--- src/rtl/uart_pkg.sv ---
// Shared UART definitions: interrupt identification codes and RX trigger levels.
package uart_pkg;

   typedef logic [2:0] intid_t;

   localparam intid_t INTID_LSI  = 3'b011;
   localparam intid_t INTID_RDA  = 3'b010;
   localparam intid_t INTID_CTI  = 3'b110;
   localparam intid_t INTID_THRE = 3'b001;
   localparam intid_t INTID_MSI  = 3'b000;

   localparam int unsigned TRIG_LVL_1  = 1;
   localparam int unsigned TRIG_LVL_4  = 4;
   localparam int unsigned TRIG_LVL_8  = 8;
   localparam int unsigned TRIG_LVL_14 = 14;

   // Without FIFOs the receiver holds one character, so any data is a trigger.
   function automatic int unsigned rx_trigger(input logic fifoen, input logic [1:0] sel);
      int unsigned lvl;
      lvl = TRIG_LVL_1;
      if (fifoen) begin
         case (sel)
            2'b00:   lvl = TRIG_LVL_1;
            2'b01:   lvl = TRIG_LVL_4;
            2'b10:   lvl = TRIG_LVL_8;
            default: lvl = TRIG_LVL_14;
         endcase
      end
      return lvl;
   endfunction

endpackage

--- src/rtl/uart_int_ctrl_if.sv ---
// Signal bundle between the UART register block / FIFOs and the interrupt controller.
// Optional DMA request lines exist only when UART_INT_DMA_EN is defined.
interface uart_int_ctrl_if #(parameter int LVL_WIDTH = 5);

   logic                 erbi_in;
   logic                 etbei_in;
   logic                 elsi_in;
   logic                 edssi_in;
   logic                 fifoen_in;
   logic [1:0]           rxfiftl_in;
   logic [LVL_WIDTH-1:0] rx_level_in;
   logic                 rx_char_in;
   logic                 rx_pop_in;
   logic                 char_tick_in;
   logic                 thre_in;
   logic                 lsr_err_in;
   logic                 msr_delta_in;
   logic                 iir_rd_in;
   logic                 thr_wr_in;
   logic [2:0]           intid_out;
   logic                 ipend_out;
   logic                 irq_out;
`ifdef UART_INT_DMA_EN
   logic                 rx_dma_req_out;
   logic                 tx_dma_req_out;

   modport master (
      output erbi_in, etbei_in, elsi_in, edssi_in, fifoen_in, rxfiftl_in, rx_level_in,
             rx_char_in, rx_pop_in, char_tick_in, thre_in, lsr_err_in, msr_delta_in,
             iir_rd_in, thr_wr_in,
      input  intid_out, ipend_out, irq_out, rx_dma_req_out, tx_dma_req_out
   );

   modport slave (
      input  erbi_in, etbei_in, elsi_in, edssi_in, fifoen_in, rxfiftl_in, rx_level_in,
             rx_char_in, rx_pop_in, char_tick_in, thre_in, lsr_err_in, msr_delta_in,
             iir_rd_in, thr_wr_in,
      output intid_out, ipend_out, irq_out, rx_dma_req_out, tx_dma_req_out
   );
`else
   modport master (
      output erbi_in, etbei_in, elsi_in, edssi_in, fifoen_in, rxfiftl_in, rx_level_in,
             rx_char_in, rx_pop_in, char_tick_in, thre_in, lsr_err_in, msr_delta_in,
             iir_rd_in, thr_wr_in,
      input  intid_out, ipend_out, irq_out
   );

   modport slave (
      input  erbi_in, etbei_in, elsi_in, edssi_in, fifoen_in, rxfiftl_in, rx_level_in,
             rx_char_in, rx_pop_in, char_tick_in, thre_in, lsr_err_in, msr_delta_in,
             iir_rd_in, thr_wr_in,
      output intid_out, ipend_out, irq_out
   );
`endif

endinterface

--- src/rtl/uart_rx_timeout.sv ---
// RX character-timeout counter: counts idle character times while the FIFO holds data
// and raises a sticky flag once TIMEOUT_CHARS have elapsed without RX activity.
module uart_rx_timeout
   import uart_pkg::*;
#(
   parameter int TIMEOUT_CHARS = 4
) (
   input  logic clk_i,
   input  logic rst_ni,
   input  logic fifoen_i,
   input  logic rx_empty_i,
   input  logic rx_char_i,
   input  logic rx_pop_i,
   input  logic char_tick_i,
   output logic timeout_o
);

   localparam int CNT_W = $clog2(TIMEOUT_CHARS + 1);
   localparam logic [CNT_W-1:0] CNT_MAX = CNT_W'(TIMEOUT_CHARS);

   logic [CNT_W-1:0] cnt_q, cnt_d;
   logic             flag_q, flag_d;
   logic             clr;

   assign clr = rx_char_i | rx_pop_i | rx_empty_i | ~fifoen_i;

   // Clear beats a simultaneous tick; the count saturates at CNT_MAX.
   always_comb begin
      cnt_d  = cnt_q;
      flag_d = flag_q;
      if (clr) begin
         cnt_d  = '0;
         flag_d = 1'b0;
      end else begin
         if (char_tick_i && (cnt_q != CNT_MAX)) begin
            cnt_d = cnt_q + 1'b1;
         end
         flag_d = (cnt_d == CNT_MAX);
      end
   end

   always_ff @(posedge clk_i or negedge rst_ni) begin
      if (!rst_ni) begin
         cnt_q  <= '0;
         flag_q <= 1'b0;
      end else begin
         cnt_q  <= cnt_d;
         flag_q <= flag_d;
      end
   end

   assign timeout_o = flag_q;

endmodule

--- src/rtl/uart_int_ctrl.sv ---
// UART interrupt arbiter: gates the five sources, resolves fixed priority and registers intid/ipend/irq.
// Define UART_INT_DMA_EN to add the rx/tx DMA request outputs.
module uart_int_ctrl
   import uart_pkg::*;
#(
   parameter int FIFO_DEPTH    = 16,
   parameter int LVL_WIDTH     = 5,
   parameter int TIMEOUT_CHARS = 4
) (
   input  logic              apb_clk_in,
   input  logic              apb_rstn_in,
   uart_int_ctrl_if.slave    bus
);

   logic [LVL_WIDTH-1:0] trigger;
   int unsigned          trig_raw;
   logic                 rx_avail;
   logic                 to_flag;

   logic                 thre_prev_q, etbei_prev_q;
   logic                 thre_lat_q, thre_lat_d;
   logic                 thre_set, thre_clr;

   intid_t               intid_q, intid_d;
   logic                 ipend_q, ipend_d;
   logic                 irq_q;

   // A trigger above the FIFO depth could never be reached; clamp it.
   always_comb begin
      trig_raw = rx_trigger(bus.fifoen_in, bus.rxfiftl_in);
      if (trig_raw > FIFO_DEPTH) begin
         trig_raw = FIFO_DEPTH;
      end
      trigger = LVL_WIDTH'(trig_raw);
   end

   assign rx_avail = (bus.rx_level_in >= trigger);

   uart_rx_timeout #(
      .TIMEOUT_CHARS (TIMEOUT_CHARS)
   ) u_rx_timeout (
      .clk_i       (apb_clk_in),
      .rst_ni      (apb_rstn_in),
      .fifoen_i    (bus.fifoen_in),
      .rx_empty_i  (bus.rx_level_in == '0),
      .rx_char_i   (bus.rx_char_in),
      .rx_pop_i    (bus.rx_pop_in),
      .char_tick_i (bus.char_tick_in),
      .timeout_o   (to_flag)
   );

   // IIR read only acknowledges THRE when THRE is what the host actually saw.
   assign thre_set = (bus.thre_in & ~thre_prev_q) | (bus.etbei_in & ~etbei_prev_q & bus.thre_in);
   assign thre_clr = bus.thr_wr_in | (bus.iir_rd_in & (intid_q == INTID_THRE) & ~ipend_q);

   always_comb begin
      thre_lat_d = thre_lat_q;
      if (thre_set) begin
         thre_lat_d = 1'b1;
      end else if (thre_clr) begin
         thre_lat_d = 1'b0;
      end
   end

   always_comb begin
      intid_d = INTID_MSI;
      ipend_d = 1'b1;
      if (bus.elsi_in && bus.lsr_err_in) begin
         intid_d = INTID_LSI;
         ipend_d = 1'b0;
      end else if (bus.erbi_in && rx_avail) begin
         intid_d = INTID_RDA;
         ipend_d = 1'b0;
      end else if (bus.erbi_in && to_flag) begin
         intid_d = INTID_CTI;
         ipend_d = 1'b0;
      end else if (bus.etbei_in && thre_lat_q) begin
         intid_d = INTID_THRE;
         ipend_d = 1'b0;
      end else if (bus.edssi_in && bus.msr_delta_in) begin
         intid_d = INTID_MSI;
         ipend_d = 1'b0;
      end
   end

   always_ff @(posedge apb_clk_in or negedge apb_rstn_in) begin
      if (!apb_rstn_in) begin
         thre_prev_q  <= 1'b0;
         etbei_prev_q <= 1'b0;
         thre_lat_q   <= 1'b0;
         intid_q      <= INTID_MSI;
         ipend_q      <= 1'b1;
         irq_q        <= 1'b0;
      end else begin
         thre_prev_q  <= bus.thre_in;
         etbei_prev_q <= bus.etbei_in;
         thre_lat_q   <= thre_lat_d;
         intid_q      <= intid_d;
         ipend_q      <= ipend_d;
         irq_q        <= ~ipend_d;
      end
   end

   assign bus.intid_out = intid_q;
   assign bus.ipend_out = ipend_q;
   assign bus.irq_out   = irq_q;

`ifdef UART_INT_DMA_EN
   logic rx_dma_q, tx_dma_q;

   // DMA requests follow data availability regardless of the interrupt enables.
   always_ff @(posedge apb_clk_in or negedge apb_rstn_in) begin
      if (!apb_rstn_in) begin
         rx_dma_q <= 1'b0;
         tx_dma_q <= 1'b0;
      end else begin
         rx_dma_q <= (bus.fifoen_in & rx_avail) | to_flag;
         tx_dma_q <= bus.thre_in;
      end
   end

   assign bus.rx_dma_req_out = rx_dma_q;
   assign bus.tx_dma_req_out = tx_dma_q;
`endif

endmodule

--- src/flat_wrapper.sv ---
// flat-port wrapper written by rule: the top's interface ports become plain ports
module uart_int_ctrl_flat import uart_pkg::*;
#(
   parameter int FIFO_DEPTH    = 16,
   parameter int LVL_WIDTH     = 5,
   parameter int TIMEOUT_CHARS = 4
)
  (apb_clk_in, apb_rstn_in, bus_erbi_in, bus_etbei_in, bus_elsi_in, bus_edssi_in, bus_fifoen_in, bus_rxfiftl_in, bus_rx_level_in, bus_rx_char_in, bus_rx_pop_in, bus_char_tick_in, bus_thre_in, bus_lsr_err_in, bus_msr_delta_in, bus_iir_rd_in, bus_thr_wr_in, bus_intid_out, bus_ipend_out, bus_irq_out);
  uart_int_ctrl_if #(.LVL_WIDTH(LVL_WIDTH)) bus_i ();
  input  logic apb_clk_in;
  input  logic apb_rstn_in;
  input wire logic [$bits(bus_i.erbi_in)-1:0] bus_erbi_in;
  input wire logic [$bits(bus_i.etbei_in)-1:0] bus_etbei_in;
  input wire logic [$bits(bus_i.elsi_in)-1:0] bus_elsi_in;
  input wire logic [$bits(bus_i.edssi_in)-1:0] bus_edssi_in;
  input wire logic [$bits(bus_i.fifoen_in)-1:0] bus_fifoen_in;
  input wire logic [$bits(bus_i.rxfiftl_in)-1:0] bus_rxfiftl_in;
  input wire logic [$bits(bus_i.rx_level_in)-1:0] bus_rx_level_in;
  input wire logic [$bits(bus_i.rx_char_in)-1:0] bus_rx_char_in;
  input wire logic [$bits(bus_i.rx_pop_in)-1:0] bus_rx_pop_in;
  input wire logic [$bits(bus_i.char_tick_in)-1:0] bus_char_tick_in;
  input wire logic [$bits(bus_i.thre_in)-1:0] bus_thre_in;
  input wire logic [$bits(bus_i.lsr_err_in)-1:0] bus_lsr_err_in;
  input wire logic [$bits(bus_i.msr_delta_in)-1:0] bus_msr_delta_in;
  input wire logic [$bits(bus_i.iir_rd_in)-1:0] bus_iir_rd_in;
  input wire logic [$bits(bus_i.thr_wr_in)-1:0] bus_thr_wr_in;
  output wire logic [$bits(bus_i.intid_out)-1:0] bus_intid_out;
  output wire logic [$bits(bus_i.ipend_out)-1:0] bus_ipend_out;
  output wire logic [$bits(bus_i.irq_out)-1:0] bus_irq_out;
  assign bus_i.erbi_in = bus_erbi_in;
  assign bus_i.etbei_in = bus_etbei_in;
  assign bus_i.elsi_in = bus_elsi_in;
  assign bus_i.edssi_in = bus_edssi_in;
  assign bus_i.fifoen_in = bus_fifoen_in;
  assign bus_i.rxfiftl_in = bus_rxfiftl_in;
  assign bus_i.rx_level_in = bus_rx_level_in;
  assign bus_i.rx_char_in = bus_rx_char_in;
  assign bus_i.rx_pop_in = bus_rx_pop_in;
  assign bus_i.char_tick_in = bus_char_tick_in;
  assign bus_i.thre_in = bus_thre_in;
  assign bus_i.lsr_err_in = bus_lsr_err_in;
  assign bus_i.msr_delta_in = bus_msr_delta_in;
  assign bus_i.iir_rd_in = bus_iir_rd_in;
  assign bus_i.thr_wr_in = bus_thr_wr_in;
  assign bus_intid_out = bus_i.intid_out;
  assign bus_ipend_out = bus_i.ipend_out;
  assign bus_irq_out = bus_i.irq_out;
  uart_int_ctrl #(.FIFO_DEPTH(FIFO_DEPTH), .LVL_WIDTH(LVL_WIDTH), .TIMEOUT_CHARS(TIMEOUT_CHARS)) u_core (.apb_clk_in(apb_clk_in), .apb_rstn_in(apb_rstn_in), .bus(bus_i));
endmodule
--- config.mk ---
export PLATFORM = sky130hd
export DESIGN_NAME = uart_int_ctrl_flat
export DESIGN_NICKNAME = d
export VERILOG_FILES = /design/src/rtl/uart_pkg.sv /design/src/rtl/uart_int_ctrl_if.sv /design/src/rtl/uart_rx_timeout.sv /design/src/rtl/uart_int_ctrl.sv /design/src/flat_wrapper.sv
export SDC_FILE = /design/constraint.sdc
export NUM_CORES = 1
export LEC_CHECK = 0
export BUFFER_PORTS_ARGS = -buffer_cell sky130_fd_sc_hd__buf_2
export CAP_MARGIN = 0
export CORE_MARGIN = 4
export CORE_UTILIZATION = 49
export DETAILED_ROUTE_END_ITERATION = 8
export GPL_TIMING_DRIVEN = 0
export PLACE_DENSITY = 0.82
export SETUP_SLACK_MARGIN = 0.02
export SLEW_MARGIN = 20
export SYNTH_ARGS = -nofsm -noshare
export SYNTH_HDL_FRONTEND = slang
export SYNTH_SLANG_ARGS = --single-unit
--- constraint.sdc ---
create_clock -name apb_clk_in -period 3.4 [get_ports apb_clk_in]
set_input_delay 1.02 -clock apb_clk_in [delete_from_list [all_inputs] [get_ports apb_clk_in]]
set_output_delay 1.02 -clock apb_clk_in [all_outputs]
set_load 0.05 [all_outputs]
**Word level (Yosys, flattened, before mapping)**

Cells that the tools add are included.

- Add/sub/neg operators: 1
- Magnitude comparators: 2
- Eq/ne operators: 5
- Muxes and demuxes: 18
- Bitwise gates (word level): 15
- Reduce and logical (&&, ||, !) cells: 9

Operators with widths:

| kind | number |
|---|---|
| two-way mux 3 bit | 6 |
| one-hot mux 4 bit (3 select lines) | 1 |
| two-way mux 1 bit | 9 |
| logical AND 1 bit | 6 |
| AND 1 bit | 5 |
| >= comparator 5 bit | 1 |
| greater-than comparator 4 x 5 -> 1 bit, second input constant | 1 |
| logical NOT 5 bit | 1 |
| two-way mux 5 bit | 1 |
| NOT 1 bit | 5 |
| bitwise OR 1 bit | 5 |
| two-way mux 4 bit | 1 |
| adder 3 x 1 -> 3 bit, second input constant | 1 |
| equality test 3 x 1 -> 1 bit, second input constant | 1 |
| equality test 3 bit, second input constant | 1 |
| != test 3 bit, second input constant | 1 |
| equality test 2 x 1 -> 1 bit, second input constant | 1 |
| equality test 2 bit, second input constant | 1 |
| logical NOT 2 bit | 1 |
| nonzero test 2 bit | 1 |

- Register bits: 12
- Input bits: 22
- Output and inout bits: 5
- Word-level logic and storage cells: 58

**Depth between registers and ports, before layout**

- Depth in word-level cells: 10
- Mapped depth: 5

**Modules after synthesis**

From an unflattened synthesis, not the netlist that was laid out.

- Cells, all modules: 68
- Area, all modules: 689.4 um^2

Modules (own cells, without submodules):

| module | instances | cells an instance | area an instance (um^2) | sequential area each (um^2) |
|---|---|---|---|---|
| uart_int_ctrl | 1 | 48 | 454.2 | 201.4 |
| uart_rx_timeout | 1 | 20 | 235.2 | 100.1 |

**Least setup slack after synthesis**

No wires, ideal clock.

- Path type: input -> register
- From: in bus_rxfiftl_in[0]
- To: reg u_core.irq_q (netlist: u_core.bus.irq_out)
- Library setup time: 138 ps
- Data arrival time: 2015 ps
- Path slack: 1247 ps
- Cell stages on the path: 5
- Buffers on the path: 0
- Path through: nand3_1 > ha_1 > and4b_2 > a221oi_2 > o2111ai_1

- Word-level cells in the longest chain between the ends: 10
- Elaborated cells between the ends (all ways): 12
- Those cells by class: order compare (2); eq/ne (2); mux (5); bitwise (1); reduce/logical (2)

Ends and longest elaborated chain:

| what | RTL line | RTL |
|---|---|---|
| start: declaration | flat_wrapper.sv:17 | `input wire logic [$bits(bus_i.rxfiftl_in)-1:0] bus_rxfiftl_in;` |
| equality test 2 bit, or another cell as far along | uart_pkg.sv:22 | `case (sel)` |
| one-hot mux 4 bit (3 select lines) * | uart_pkg.sv:22 |  |
| two-way mux 4 bit * | uart_pkg.sv:21 | `if (fifoen) begin` |
| greater-than comparator 4 x 5 -> 1 bit | uart_int_ctrl.sv:31 | `if (trig_raw > FIFO_DEPTH) begin` |
| two-way mux 5 bit * | uart_int_ctrl.sv:31 |  |
| >= comparator 5 bit * | uart_int_ctrl.sv:37 | `assign rx_avail = (bus.rx_level_in >= trigger);` |
| logical AND 1 bit * | uart_int_ctrl.sv:71 | `end else if (bus.erbi_in && rx_avail) begin` |
| two-way mux 1 bit * | uart_int_ctrl.sv:71 |  |
| two-way mux 1 bit * | uart_int_ctrl.sv:68 | `if (bus.elsi_in && bus.lsr_err_in) begin` |
| NOT 1 bit * | uart_int_ctrl.sv:100 | `irq_q <= ~ipend_d;` |
| end signal: assignment | uart_int_ctrl.sv:100 |  |
| end: declaration | uart_int_ctrl.sv:26 | `logic irq_q;` |

Mark *: on every way between the ends. The rest lies on a longest branch, timed or not.
A chain may end at the register's enable or synchronous reset.

**Final worst setup path**

- From: in bus_rxfiftl_in[1]
- To: reg u_core.irq_q (netlist: u_core.bus.irq_out)

The elaborated chain is that of the path after synthesis.

==> parameters.txt <==
Parameter                              Value

Synthesis
  Post-Syn Area    686 um^2
  Fraction of post-synthesis cell area in the top cell type by area    40.1%
  Distinct cell type count after synthesis    32
  FF+latch count, synth    12
  Count of synthesis-stage warnings from yosys    0
  Post-Syn Instances    65
  Number of enable-type register cells in the synthesized netlist    0
  Sequential element share of the synthesized area    44.0%
  Share of async-settable or async-resettable flops after synthesis    100%
  Syn Area/Cell    10.5 um^2
  Largest cells by area after synthesis    dfrtp_1 (40%), ha_1 (11%), dfstp_2 (3.8%)
  Area leader, netlist    dfrtp_1
  Most numerous cell in the Yosys netlist    dfrtp_1
  Number of nets in the synthesized netlist    93
  Cell types with the highest counts after synthesis    dfrtp_1 (11), inv_1 (7), ha_1 (6)
  Most instantiated flip-flop cell in the synthesis netlist    dfrtp_1

Detailed routing
  Number of nets with antenna violations after detailed routing    0
  Amount of wire on met3 after detailed routing    110 um
  Post-route met1 wirelength    590 um
  Wire length per cell after detailed routing    14.1 um
  Detailed-router iteration count before antenna repair    2
  Remaining routing DRC violations    0
  Max layer used    met4
  DRT Wirelength    1.55 mm
  Drt via density    5.53
  Via count    608
  1st-iter DRT viols    4
  Total met2 wirelength after detailed routing    828 um

Setup path
  Setup slack on the worst flop-to-flop path    1.69 ns
  Setup crit end kind    flip-flop
  Crit path arrival time    2.30 ns
  Worst Path Required    3.54 ns
  Largest driver fanout on the critical path    4
  Startpoint type of the worst setup path    input pin
  Kind of critical path    in2reg

Clock tree
  TritonCTS sink count    12
  CTS Root Cell    clkbuf_4
  Number of gates given a new drive strength after cts    0
  Maximum count of clock buffers along a single path    2
  Number of buffers created by CTS    3
  Count of hold-fix buffers inserted at cts    0
  Clock latency at the later pin of the worst-skew pair    0.27 ns
  CTS clk-pin slew, worst paths    0.07 ns
  Clock H-tree levels    1
  CTS tree    done
  Number of buffers inserted to repair setup after CTS    0

Power
  Power Density    390 mW/mm^2
  Sequential group share of total power    45.3%
  Comb pwr share    21.0%
  Clock power share    33.6%
  Switching share of power    28.3%
  Leakage component of the power    0.434 nW
  Maximum vdd drop    0.000189 V
  Internal    0.000243 W
  Switching power    0.0000962 W

STA
  Worst-case clock skew    0.00366 ns
  Unrepaired setup endpoints after global routing    no
  Max-slew headroom    77.8%
  Final Max Tran Viols    0
  Count of endpoints failing hold in the final timing report    0
  Number of failing setup endpoints in the final timing report    0
  Part of the cycle the worst path needs    63.6%
  Setup TNS    0 ns
  Fmax achieved    0.463 GHz
  Post-layout min period    2.16 ns
  Pin slew with the least headroom to its limit    0.333 ns
  Worst hold margin    0.554 ns

Die
  Overall die area    0.00206 mm^2
  Vertical extent of the die    45.4 um
  Row Count    13
  Starting Density    52.0%
  Top-level I/O count    27
  Die X-Extent    45.4 um
  Floorplan core area    0.00132 mm^2

Global routing
  Maximum number of pins on one net before global-route repair    13
  Global-route total usage across every layer    16.9%
  Number of antenna violations at the first check in global routing    0
  First-pass GRT wire length    2.41 mm
  Vias in the first global route    595
  Total gr overflow    0

Final layout
  Proportion of layout cells with a drive suffix above 1    37.9%
  Layout area overhead    27.0%
  Antenna diodes    0
  Final-stage net count    124

Placed design
  Hpwl dp    1.30 mm
  Final weighted congestion in routability-driven placement    0.706
  Port buffer count    26

Outcome
  Run status    completed

Hold path
  Class of the tightest hold or removal check    reg2reg

Job
  Max-capacitance violation count    0
## sequential cells by signal, summed over array words and instances, names as in the netlist
name / count
u_core.bus.ipend_out: 1
u_core.bus.intid_out: 3
u_core.etbei_prev_q: 1
u_core.bus.irq_out: 1
u_core.u_rx_timeout.cnt_q: 3
u_core.thre_prev_q: 1
u_core.u_rx_timeout.timeout_o: 1
u_core.thre_lat_q: 1
## cell usage in the layout, fill, tap and decap left out, types with 2 or more instances in the layout
| master | instances |
|---|---|
| buf_2 | 26 |
| dfrtp_1 | 11 |
| nand2_1 | 5 |
| nand3_1 | 2 |
| nor2_1 | 2 |
| inv_1 | 7 |
| ha_1 | 6 |
| o21ai_0 | 4 |
| nor3b_1 | 2 |
| clkbuf_4 | 3 |
| o211ai_1 | 2 |
| nor2b_1 | 2 |
## routing by layer
| layer | up-vias | global-route usage, % |
|---|---|---|
| met2 | 23 | 27.6 |
| li1 | 303 | - |
| met3 | 2 | 3.16 |
| met1 | 280 | 18.8 |
| met4 | 0 | 13.5 |
| met5 | - | 0 |
## area by class of cell
type	instances	area [um^2]
Fill cell	109	447
Multi-Input combinational cell	46	358
Sequential cell	12	302
Timing Repair Buffer	26	130
Clock buffer	4	36.3
Inverter	7	26.3
Tap cell	15	18.8
## power groups by stage
stage | Clock (W) | Combinational (W) | Sequential, W
floorplan | 0 | 0.0000261 | 0.000174
global placement | 0 | 0.0000683 | 0.000157
detailed placement | 0 | 0.0000717 | 0.000157
CTS | 0.000118 | 0.0000719 | 0.000154
global route | 0.000126 | 0.0000779 | 0.000155
finish | 0.000114 | 0.0000714 | 0.000154
## final timing paths
check,cells past startpoint,from,end
worst max-delay path,6,bus_rxfiftl_in[1],u_core.bus.irq_out
worst min-delay path,2,u_core.u_rx_timeout.timeout_o,u_core.bus.intid_out[2]
worst max register to register,5,u_core.u_rx_timeout.cnt_q[0],u_core.u_rx_timeout.timeout_o
worst min register to register,2,u_core.u_rx_timeout.timeout_o,u_core.bus.intid_out[2]
max in group asynchronous,1,apb_rstn_in,u_core.bus.ipend_out
min in group asynchronous,1,apb_rstn_in,u_core.thre_prev_q
## per-stage QoR
stage	instances	instance area, um^2	util [%]	worst slack (ns)	total power (W)
final	110	871	66.1	1.24	0.000340
after global routing	110	871	66.1	1.15	0.000358
after CTS	110	871	66.1	1.25	0.000344
after detailed placement	106	835	63.3	0.954	0.000229
after global placement	106	835	63.3	0.971	0.000225
after floorplan	65	686	-	1.25	0.000200
## logic make-up after synthesis
kind of cell             count (synthesis)  share of synthesized area (%)
AO/OA/AOI/OAI                           17                           19.9
adder cells (fa/ha/maj)                  6                           10.9
buffers and inverters                    7                           3.83
XOR/XNOR                                 1                           1.28
flip-flops                              12                           44.0
multiplexers                             1                           1.64
AND/OR/NAND/NOR                         21                           18.4
## critical path: stages
cell,delay [ns]
buf_2,0.11
o21ai_0,0.19
ha_1,0.26
nand2b_1,0.17
a221oi_2,0.39
o2111ai_1,0.16
Power figures use the tool's default switching activity.
